--- src/rtl/oric_mem_pkg.sv ---
// oric_mem_pkg: shared types and constants for the Oric main RAM sequencer.
package oric_mem_pkg;
  localparam int RAM_AW = 16;
  localparam logic [7:0] CLR_DEFAULT = 8'hFF;
  typedef enum logic {ST_CLEAR, ST_RUN} state_t;
  typedef struct packed {
    logic [RAM_AW-1:0] addr;
    logic [7:0] data;
    logic valid;
  } wr_req_t;
endpackage

--- src/rtl/oric_ram_sequencer_if.sv ---
// oric_ram_sequencer_if: core, tape writer, RAM macro and status signals around the sequencer.
interface oric_ram_sequencer_if #(parameter int AW = 16);
  logic [AW-1:0] cpu_ad;
  logic [7:0] cpu_d;
  logic cpu_cs;
  logic cpu_we;
  logic [7:0] cpu_q;
  logic [AW-1:0] tape_addr;
  logic [7:0] tape_dout;
  logic tape_wr;
  logic [AW-1:0] mem_a;
  logic [7:0] mem_d;
  logic mem_ce;
  logic mem_we;
  logic [7:0] mem_q;
  logic clr_busy;
  logic tape_ovf;
  logic [7:0] rd_miss;
  modport master (
    input cpu_ad, cpu_d, cpu_cs, cpu_we, tape_addr, tape_dout, tape_wr, mem_q,
    output cpu_q, mem_a, mem_d, mem_ce, mem_we, clr_busy, tape_ovf, rd_miss
  );
  modport slave (
    output cpu_ad, cpu_d, cpu_cs, cpu_we, tape_addr, tape_dout, tape_wr, mem_q,
    input cpu_q, mem_a, mem_d, mem_ce, mem_we, clr_busy, tape_ovf, rd_miss
  );
endinterface

--- src/rtl/oric_wr_hold.sv ---
// oric_wr_hold: one-entry write holding register; a load while issuing refills it in place.
module oric_wr_hold
  import oric_mem_pkg::*;
(
  input logic clk_48,
  input logic reset,
  input logic load,
  input logic issue,
  input wr_req_t din,
  output wr_req_t q,
  output logic full,
  output logic ovf
);
  assign full = q.valid;
  assign ovf = load & q.valid & ~issue;
  always_ff @(posedge clk_48)
    if (reset) q <= '0;
    else if (load && (!q.valid || issue)) q <= din;
    else if (issue) q.valid <= 1'b0;
endmodule

--- src/rtl/oric_ram_sequencer.sv ---
// oric_ram_sequencer: power-on clear and tape/CPU arbitration for the main RAM; ORIC_RAM_PATTERN_EN selects the Oric-1 stripe fill.
module oric_ram_sequencer
  import oric_mem_pkg::*;
#(
  parameter int AW = RAM_AW,
  parameter logic [7:0] CLR_VALUE = CLR_DEFAULT
) (
  input logic clk_48,
  input logic reset,
  oric_ram_sequencer_if.master bus
);
  state_t state;
  logic [AW-1:0] cnt;
  logic [7:0] fill, fwd_data;
  logic rd_pend, fwd_pend;
  wr_req_t tape_hq, cpu_hq, tape_new, cpu_new, req;
  logic tape_full, cpu_full, tape_lost, cpu_lost_unused;
  logic run, t_issue, t_direct, tape_gnt, c_issue, c_direct, cpu_wr, cpu_rd, fwd, miss;
`ifdef ORIC_RAM_PATTERN_EN
  assign fill = cnt[7] ? 8'hFF : 8'h00;
`else
  assign fill = CLR_VALUE;
`endif
  assign run = state == ST_RUN;
  assign cpu_wr = bus.cpu_cs & bus.cpu_we;
  assign cpu_rd = bus.cpu_cs & ~bus.cpu_we;
  assign tape_new = '{addr: RAM_AW'(bus.tape_addr), data: bus.tape_dout, valid: 1'b1};
  assign cpu_new = '{addr: RAM_AW'(bus.cpu_ad), data: bus.cpu_d, valid: 1'b1};
  assign t_issue = run & tape_full;
  assign t_direct = run & ~tape_full & bus.tape_wr;
  assign tape_gnt = t_issue | t_direct;
  assign c_issue = run & ~tape_gnt & cpu_full;
  assign c_direct = run & ~tape_gnt & ~cpu_full & bus.cpu_cs;
  // a read hitting the parked CPU write is answered from the hold, no RAM slot needed
  assign fwd = run & cpu_rd & cpu_full & (cpu_hq.addr == RAM_AW'(bus.cpu_ad));
  assign miss = run & cpu_rd & ~c_direct & ~fwd;
  assign req = t_issue ? tape_hq : t_direct ? tape_new : c_issue ? cpu_hq : c_direct ? cpu_new : '0;
  oric_wr_hold u_tape_hold (
    .clk_48(clk_48), .reset(reset), .load(run & bus.tape_wr & tape_full), .issue(t_issue),
    .din(tape_new), .q(tape_hq), .full(tape_full), .ovf(tape_lost)
  );
  oric_wr_hold u_cpu_hold (
    .clk_48(clk_48), .reset(reset), .load(run & cpu_wr & ~c_direct), .issue(c_issue),
    .din(cpu_new), .q(cpu_hq), .full(cpu_full), .ovf(cpu_lost_unused)
  );
  always_ff @(posedge clk_48)
    if (reset) begin
      state <= ST_CLEAR;
      cnt <= '0;
      bus.mem_a <= '0;
      bus.mem_d <= '0;
      bus.mem_ce <= 1'b0;
      bus.mem_we <= 1'b0;
      bus.cpu_q <= '0;
      bus.clr_busy <= 1'b1;
      bus.tape_ovf <= 1'b0;
      bus.rd_miss <= '0;
      rd_pend <= 1'b0;
      fwd_pend <= 1'b0;
      fwd_data <= '0;
    end else if (!run) begin
      bus.mem_a <= cnt;
      bus.mem_d <= fill;
      bus.mem_ce <= 1'b1;
      bus.mem_we <= 1'b1;
      cnt <= cnt + AW'(1);
      state <= &cnt ? ST_RUN : ST_CLEAR;
      bus.tape_ovf <= bus.tape_ovf | bus.tape_wr;
    end else begin
      bus.clr_busy <= 1'b0;
      bus.mem_a <= AW'(req.addr);
      bus.mem_d <= req.data;
      bus.mem_ce <= req.valid;
      bus.mem_we <= req.valid & ~(c_direct & ~bus.cpu_we);
      rd_pend <= c_direct & ~bus.cpu_we;
      fwd_pend <= fwd;
      fwd_data <= cpu_hq.data;
      bus.cpu_q <= fwd_pend ? fwd_data : rd_pend ? bus.mem_q : bus.cpu_q;
      bus.tape_ovf <= bus.tape_ovf | tape_lost;
      bus.rd_miss <= bus.rd_miss + 8'(miss && bus.rd_miss != 8'hFF);
    end
endmodule

--- src/flat_wrapper.sv ---
// flat-port wrapper written by rule: the top's interface ports become plain ports
module oric_ram_sequencer_flat import oric_mem_pkg::*;
#(
  parameter int AW = RAM_AW,
  parameter logic [7:0] CLR_VALUE = CLR_DEFAULT
)
  (clk_48, reset, bus_cpu_ad, bus_cpu_d, bus_cpu_cs, bus_cpu_we, bus_tape_addr, bus_tape_dout, bus_tape_wr, bus_mem_q, bus_cpu_q, bus_mem_a, bus_mem_d, bus_mem_ce, bus_mem_we, bus_clr_busy, bus_tape_ovf, bus_rd_miss);
  oric_ram_sequencer_if #(.AW(AW)) bus_i ();
  input logic clk_48;
  input logic reset;
  input wire logic [$bits(bus_i.cpu_ad)-1:0] bus_cpu_ad;
  input wire logic [$bits(bus_i.cpu_d)-1:0] bus_cpu_d;
  input wire logic [$bits(bus_i.cpu_cs)-1:0] bus_cpu_cs;
  input wire logic [$bits(bus_i.cpu_we)-1:0] bus_cpu_we;
  input wire logic [$bits(bus_i.tape_addr)-1:0] bus_tape_addr;
  input wire logic [$bits(bus_i.tape_dout)-1:0] bus_tape_dout;
  input wire logic [$bits(bus_i.tape_wr)-1:0] bus_tape_wr;
  input wire logic [$bits(bus_i.mem_q)-1:0] bus_mem_q;
  output wire logic [$bits(bus_i.cpu_q)-1:0] bus_cpu_q;
  output wire logic [$bits(bus_i.mem_a)-1:0] bus_mem_a;
  output wire logic [$bits(bus_i.mem_d)-1:0] bus_mem_d;
  output wire logic [$bits(bus_i.mem_ce)-1:0] bus_mem_ce;
  output wire logic [$bits(bus_i.mem_we)-1:0] bus_mem_we;
  output wire logic [$bits(bus_i.clr_busy)-1:0] bus_clr_busy;
  output wire logic [$bits(bus_i.tape_ovf)-1:0] bus_tape_ovf;
  output wire logic [$bits(bus_i.rd_miss)-1:0] bus_rd_miss;
  assign bus_i.cpu_ad = bus_cpu_ad;
  assign bus_i.cpu_d = bus_cpu_d;
  assign bus_i.cpu_cs = bus_cpu_cs;
  assign bus_i.cpu_we = bus_cpu_we;
  assign bus_i.tape_addr = bus_tape_addr;
  assign bus_i.tape_dout = bus_tape_dout;
  assign bus_i.tape_wr = bus_tape_wr;
  assign bus_i.mem_q = bus_mem_q;
  assign bus_cpu_q = bus_i.cpu_q;
  assign bus_mem_a = bus_i.mem_a;
  assign bus_mem_d = bus_i.mem_d;
  assign bus_mem_ce = bus_i.mem_ce;
  assign bus_mem_we = bus_i.mem_we;
  assign bus_clr_busy = bus_i.clr_busy;
  assign bus_tape_ovf = bus_i.tape_ovf;
  assign bus_rd_miss = bus_i.rd_miss;
  oric_ram_sequencer #(.AW(AW), .CLR_VALUE(CLR_VALUE)) u_core (.clk_48(clk_48), .reset(reset), .bus(bus_i));
endmodule
--- config.mk ---
export PLATFORM = sky130hd
export DESIGN_NAME = oric_ram_sequencer_flat
export DESIGN_NICKNAME = d
export VERILOG_FILES = /design/src/rtl/oric_mem_pkg.sv /design/src/rtl/oric_ram_sequencer_if.sv /design/src/rtl/oric_wr_hold.sv /design/src/rtl/oric_ram_sequencer.sv /design/src/flat_wrapper.sv
export SDC_FILE = /design/constraint.sdc
export NUM_CORES = 1
export LEC_CHECK = 0
export CAP_MARGIN = 25
export CORE_MARGIN = 1.5
export CORE_UTILIZATION = 35
export DETAILED_ROUTE_END_ITERATION = 12
export GPL_TIMING_DRIVEN = 0
export PLACE_DENSITY = 0.62
export SYNTH_ARGS = -nofsm -noshare
export SYNTH_HDL_FRONTEND = slang
export SYNTH_SLANG_ARGS = --single-unit
export TNS_END_PERCENT = 5
--- constraint.sdc ---
create_clock -name clk_48 -period 2.18 [get_ports clk_48]
set_clock_uncertainty 0.2 [all_clocks]
set_input_delay 0.218 -clock clk_48 [delete_from_list [all_inputs] [get_ports clk_48]]
set_output_delay 0.218 -clock clk_48 [all_outputs]
set_load 0.03 [all_outputs]
* Word-level counts from Yosys, hierarchy flattened
Index checks and enable logic that the tools add are counted.
Storage, ports and cells: memory bits (writable) 0, bits of input ports 61, latch bits 0, memories kept 0, memory bits (read-only) 0, register bits after elaboration 121
Operators by class: $add $sub $neg 2, multiplexer cells 17, div/mod/pow operators 0, equal/unequal tests 2, bitwise gates (word level) 33, $lt $le $gt $ge 0, shifts and indexed selects 0, reduce and logical (&&, ||, !) cells 12, multipliers 0
Operators by type and width (count):
- two-way mux 25 bit | 4
- two-way mux 8 bit | 3
- AND 1 bit | 22
- adder 16 x 1 -> 16 bit (second input constant) | 1
- equality test 16 bit | 1
- two-way mux 16 bit | 1
- AND reduction 16 bit | 1
- two-way mux 1 bit | 9
- adder 8 x 1 -> 8 bit | 1
- != test 8 bit (second input constant) | 1
- NOT 1 bit | 8
- nonzero test 2 bit | 3
- logical AND 1 bit | 3
- OR 1 bit | 3
- logical NOT 1 bit | 2
- logical OR 1 bit | 2
- AND reduction 2 bit | 1

* Longest topological paths before layout
Gate-level depths: netlist (run 1).
depth after elaboration 14, mapped depth 10, mapped depth without buffers 9

* Cells and area by module
From an unflattened synthesis (run 1), not the netlist that was laid out.
Second synthesis, totals: cells, all modules 646, area total of the unflattened synthesis 5948.2 um^2
Modules (own cells, without submodules):
- oric_ram_sequencer | seq. area each 1421.4 um^2, area each 3538.4 um^2, cells each 410, times used 1
- oric_wr_hold | seq. area each 500.5 um^2, area each 1204.9 um^2, cells each 118, times used 2

* Worst setup path after synthesis (run 1)
No wires, ideal clock.
path type register to register, start register u_core.bus.rd_miss[2], end register u_core.bus.rd_miss[4], path buffers 0, clock period less this slack 2163 ps, setup time 115 ps, cell stages (with the launch flop) 10, data required time 1865 ps, data arrival time 1848 ps, slack 17 ps, path through dfxtp_1 and4_1 nand3_1 and3_1 o21a_1 ha_1 ha_1 nand4_1 xor2_1 nor2_1
On the way: word-level cells in the longest chain between the ends 3
Ends and longest elaborated chain:
- start: declaration | RTL line oric_ram_sequencer_if.sv:21 | output cpu_q, mem_a, mem_d, mem_ce, mem_we, clr_busy, tape_ovf, rd_miss
- start signal: assignment | RTL line oric_ram_sequencer.sv:80 | bus.rd_miss <= bus.rd_miss + 8'(miss && bus.rd_miss != 8'hFF);
- != test 8 bit | RTL line oric_ram_sequencer.sv:80
- logical AND 1 bit | RTL line oric_ram_sequencer.sv:80
- adder 8 x 1 -> 8 bit * | RTL line oric_ram_sequencer.sv:80
Mark *: on every way between the ends. The rest lies on a longest branch, timed or not. A chain may end at the register's enable or synchronous reset.

* Worst setup path after layout (run 1)
start register u_core.u_tape_hold.q, in the netlist u_core.u_tape_hold.full, end register u_core.bus.mem_a[9]
On the way: word-level cells in the longest chain between the ends 13
Ends and longest elaborated chain:
- start: declaration | RTL line oric_wr_hold.sv:10 | output wr_req_t q,
- start signal: assignment | RTL line oric_wr_hold.sv:18 | else if (load && (!q.valid || issue)) q <= din;
- NOT 1 bit | RTL line oric_ram_sequencer.sv:30 | assign t_direct = run & ~tape_full & bus.tape_wr;
- AND 1 bit (2 in a row) | RTL line oric_ram_sequencer.sv:30
- OR 1 bit | RTL line oric_ram_sequencer.sv:31 | assign tape_gnt = t_issue | t_direct;
- NOT 1 bit | RTL line oric_ram_sequencer.sv:32, oric_ram_sequencer.sv:33
- AND 1 bit | RTL line oric_ram_sequencer.sv:32, oric_ram_sequencer.sv:33
- AND 1 bit (2 in a row) | RTL line oric_ram_sequencer.sv:33 | assign c_direct = run & ~tape_gnt & ~cpu_full & bus.cpu_cs;
- two-way mux 25 bit (3 in a row) | RTL line oric_ram_sequencer.sv:37 | assign req = t_issue ? tape_hq : t_direct ? tape_new : c_issue ? cpu_hq : c_direct ? cpu_new : '0;
- two-way mux 25 bit * | RTL line oric_ram_sequencer.sv:37
- two-way mux 16 bit * | RTL line oric_ram_sequencer.sv:61 | end else if (!run) begin
- end signal: assignment | RTL line oric_ram_sequencer.sv:62 | bus.mem_a <= cnt;
- end signal: assignment | RTL line oric_ram_sequencer.sv:71 | bus.mem_a <= AW'(req.addr);
- end: declaration | RTL line oric_ram_sequencer_if.sv:21
Marked as above.

==> impl_metrics.csv, run 1 <==
group,metric,value,unit
synth,synthXorXnorAreaFrac,5.53,%
die,die_h,127,µm
grt,grt_overflow,0,
worst_setup_path,end_kind,"flop",
routing,drc,0,
routing,ant_nets,0,
clock_network,clkSlewWorstSetupHoldPaths,0.06,ns
layout,nets,803,
synth,synth_top_family_by_area,"simple AND/OR/NAND/NOR gates",
synth,synthTopCellsByArea,"dfxtp_1 45%, mux2i_1 8.0%, a21oi_1 5.3%",
timing,worst_pin_slew,0.655,ns
outcome,status,"complete, but fails checks",
clock_network,clk_latency,0.42,ns
die,die_width,127,µm
layout,nFillCells,1427,
synth,syn_inst,614,
synth,ys_seq_area_share,45.0,%
routing,totalWireLength,16600,µm
synth,yosys.area.top_type,"dfxtp_1",
die,io_pins,105,
timing,slew_viol_final,0,
timing,max_freq,449,MHz
layout,seq_area,0.00243,mm²
die,dieArea,0.0161,mm²
clock_network,clock-sinks,121,
place,gp_congestion,0.874,
timing,maxSlewHeadroom,56.3,%
layout,multiInputGateArea,0.00274,mm²
place,postPlaceCellArea,0.00664,mm²
routing,drt_iter0_drc,423,
outcome,violations,"negative setup slack",
timing,final-setup-viol-count,4,
synth,synth_area_per_cell,8.76,µm²
place,dpl.hpwl,12300,µm
routing,num_vias,5102,
timing,postLayoutSetupSlackWorst,-0.0461,ns
worst_setup_path,critPathLaunchType,"flop",
timing,timing.final.crit_period,2.23,ns
synth,synth-edff-count,0,
clock_network,h-tree-depth,4,
layout,area_growth,34.7,%
clock_network,cts_tree,"yes",
clock_network,cts_hold_buffers,0,
grt,grt_pass1_wl,26200,µm
synth,yosysTopAreaCellShare,45.0,%
clock_network,cts_root_buf,"clkbuf_16",
worst_setup_path,cp_max_fo,10,
synth,synth_seq_cells,121,
grt,antenna_found_initial,0,
die,num_rows,45,
die,start_util,35.7,%
synth,synth_ff_type,"dfxtp_1",
layout,antenna_cells,0,
clock_network,cts_buffers,17,
flow_run,max-cap-violations,0,
worst_setup_path,critical_path_class,"reg -> reg",
layout,stdcell_area,0.00724,mm²
synth,yosys_warnings,0,
routing,avgViaCountPerCell,5.43,
power,peakVddDrop,494,µV
routing,dr.pass1.iters,5,
synth,synth-compound-area-share,16.5,%
place,port_buffers,102,
synth,synthArstFlopShare,0,%
min_path,whs_path_depth,3,
timing,hold_ws,0.0318,ns
timing,fin_crit_sh,102,%
synth,yosys.area_share.adder,0.698,%
timing,rsz0062_at_grt,"yes",
clock_network,clock_path_buffers,2,
timing,hold_viol_final,0,
min_path,hold_class,"in -> reg",
grt,grt_pass1_vias,5040,
synth,synth_fp_nets,678,
power,p_per_area,699,mW/mm²
grt,grt_max_degree,17,
die,coreArea,0.0151,mm²
synth,synth_simple_gate_area_share,19.6,%
grt,grt_usage,21.1,%
power,p_leak,0.00272,µW
worst_setup_path,critPathRequiredTime,2.25,ns
routing,wl_per_cell,17.7,µm
worst_setup_path,reg2reg_depth,6,
worst_setup_path,worstPathArrival,2.29,ns
synth,synth_mux_area_share,8.00,%
layout,drive_gt1_share,9.59,%
synth,ys_types,48,
synth,synth.cell_area,0.00538,mm²
-- timing repair --
action / in CTS / in global routing
setup buffers: 4 / 0
gates resized for setup: 12 / 4
pin swaps: 5 / 3
endpoints found under the setup margin: 12 / 16
-- worst paths after layout --
kind	slack, ns	startpoint	endpoint
min	0.03	bus_tape_wr	u_core.bus.mem_we$_SDFF_PP0_
max reg2reg	-0.05	u_core.u_tape_hold.full$_SDFFE_PP0P_	u_core.bus.mem_a[9]$_SDFF_PP0_
min reg2reg	0.25	u_core.u_tape_hold.q[10]$_SDFFE_PP0P_	u_core.u_tape_hold.q[10]$_SDFFE_PP0P_
max	-0.05	u_core.u_tape_hold.full$_SDFFE_PP0P_	u_core.bus.mem_a[9]$_SDFF_PP0_
-- worst max-delay path, stage by stage, from the launching register on --
cell and delay, ns:
dfxtp_1 0.36, buf_2 0.23, and3b_1 0.19, buf_2 0.18, clkbuf_1 0.25, a221oi_1 0.47
o22ai_1 0.19
-- layer usage --
| layer | GRT usage, % | part of all wire [%] | wire, µm | vias to the layer above |
|---|---|---|---|---|
| met2 | 33.6 | 47 | 7760 | 185 |
| li1 | - | - | - | 2424 |
| met1 | 27.2 | 45 | 7530 | 2466 |
| met4 | 9.96 | 2.0 | 325 | 0 |
| met3 | 4.65 | 5.9 | 983 | 27 |
| met5 | 0 | 0 | 0 | - |
-- synthesized netlist by cell type (all sizes together) (3+ instances only) --
cell / instances
and3: 16
ha: 3
nand3: 21
nand4: 5
xnor2: 13
clkbuf: 28
mux2i: 43
a211oi: 19
o22ai: 11
o21ai: 23
a221oi: 11
a31oi: 8
inv: 8
nor4: 6
xor2: 21
nor3: 7
a21oi: 57
dfxtp: 121
buf: 19
o221ai: 3
nor2b: 6
nand2: 69
o2bb2ai: 8
nor2: 69
or3: 5
-- stage by stage --
stage | total power [µW] | utilization [%] | std cells | setup WS (ns) | setup TNS (ns)
2_1_floorplan | 2410 | - | 614 | 0.0172 | 0
3_3_place_gp | 2610 | 44.0 | 904 | -0.711 | -5.17
3_5_place_dp | 2610 | 44.0 | 904 | -0.766 | -5.85
4_1_cts | 5090 | 47.9 | 939 | -0.0000853 | -0.0000853
5_1_grt | 5210 | 48.0 | 939 | -0.157 | -0.896
6_report | 5070 | 48.0 | 939 | -0.0461 | -0.0993
-- registers in the layout (all words and copies together) (netlist names) --
| register | cells |
|---|---|
| u_core.bus.cpu_q | 8 |
| u_core.bus.clr_busy | 1 |
| u_core.bus.rd_miss | 8 |
| u_core.cnt | 16 |
| u_core.u_cpu_hold.full | 1 |
| u_core.fwd_data | 8 |
| u_core.bus.mem_ce | 1 |
| u_core.run | 1 |
| u_core.bus.mem_d | 8 |
| u_core.fwd_pend | 1 |
| u_core.rd_pend | 1 |
| u_core.u_cpu_hold.q | 24 |
| u_core.bus.tape_ovf | 1 |
| u_core.bus.mem_a | 16 |
| u_core.u_tape_hold.q | 24 |
| u_core.bus.mem_we | 1 |
| u_core.u_tape_hold.full | 1 |
-- where the power goes --
part | leakage [µW] | switching, µW | total (µW) | internal [µW]
Sequential | 0.000981 | 11.4 | 2240 | 2230
Clock | 0.000255 | 972 | 2490 | 1520
Combinational | 0.00148 | 174 | 331 | 157
Total | 0.00272 | 1160 | 5070 | 3910
-- final cells by class --
type | count | area share, %
Buffer | 47 | 3.30
Clock buffer | 23 | 6.60
Clock inverter | 8 | 0.656
Inverter | 8 | 0.415
Multi-Input combinational cell | 438 | 37.8
Sequential cell | 121 | 33.5
Tap cell | 188 | 3.25
Timing Repair Buffer | 106 | 14.5
-- cells in the final DEF (no fill, tap or decap), drive strengths merged, types with 6 or more instances in the layout --
master / instances
nor2: 69
nor4: 6
o2bb2ai: 8
mux2i: 43
o22ai: 11
clkdlybuf4s50: 102
clkbuf: 52
o21ai: 23
a21oi: 57
nand3: 21
a211oi: 19
xnor2: 13
nand2: 69
and3: 16
nor2b: 6
inv: 8
nor3: 7
buf: 22
dfxtp: 121
xor2: 21
a31oi: 8
a221oi: 11
-- logic make-up after synthesis --
| kind of cell | count (synthesis) |
|---|---|
| DFF | 121 |
| muxes | 43 |
| AOI/OAI and AO/OA | 144 |
| xor gates and xnor gates | 34 |
| and+or+nand+nor | 214 |
| adders and majority gates | 3 |
| buffers and inverters | 55 |
Note: power is estimated with default switching activity, not from simulation.
==> inputs of run 2 (changes only) <==
--- a/config.mk
+++ b/config.mk
@@ -5,6 +5,7 @@
 export SDC_FILE = /design/constraint.sdc
 export NUM_CORES = 1
 export LEC_CHECK = 0
+export ABC_CLOCK_PERIOD_IN_PS = 2180
 export CAP_MARGIN = 25
 export CORE_MARGIN = 1.5
 export CORE_UTILIZATION = 35
==> results of run 2 <==
Same layout as run 1: the final DEF is identical, and so are final timing and power.
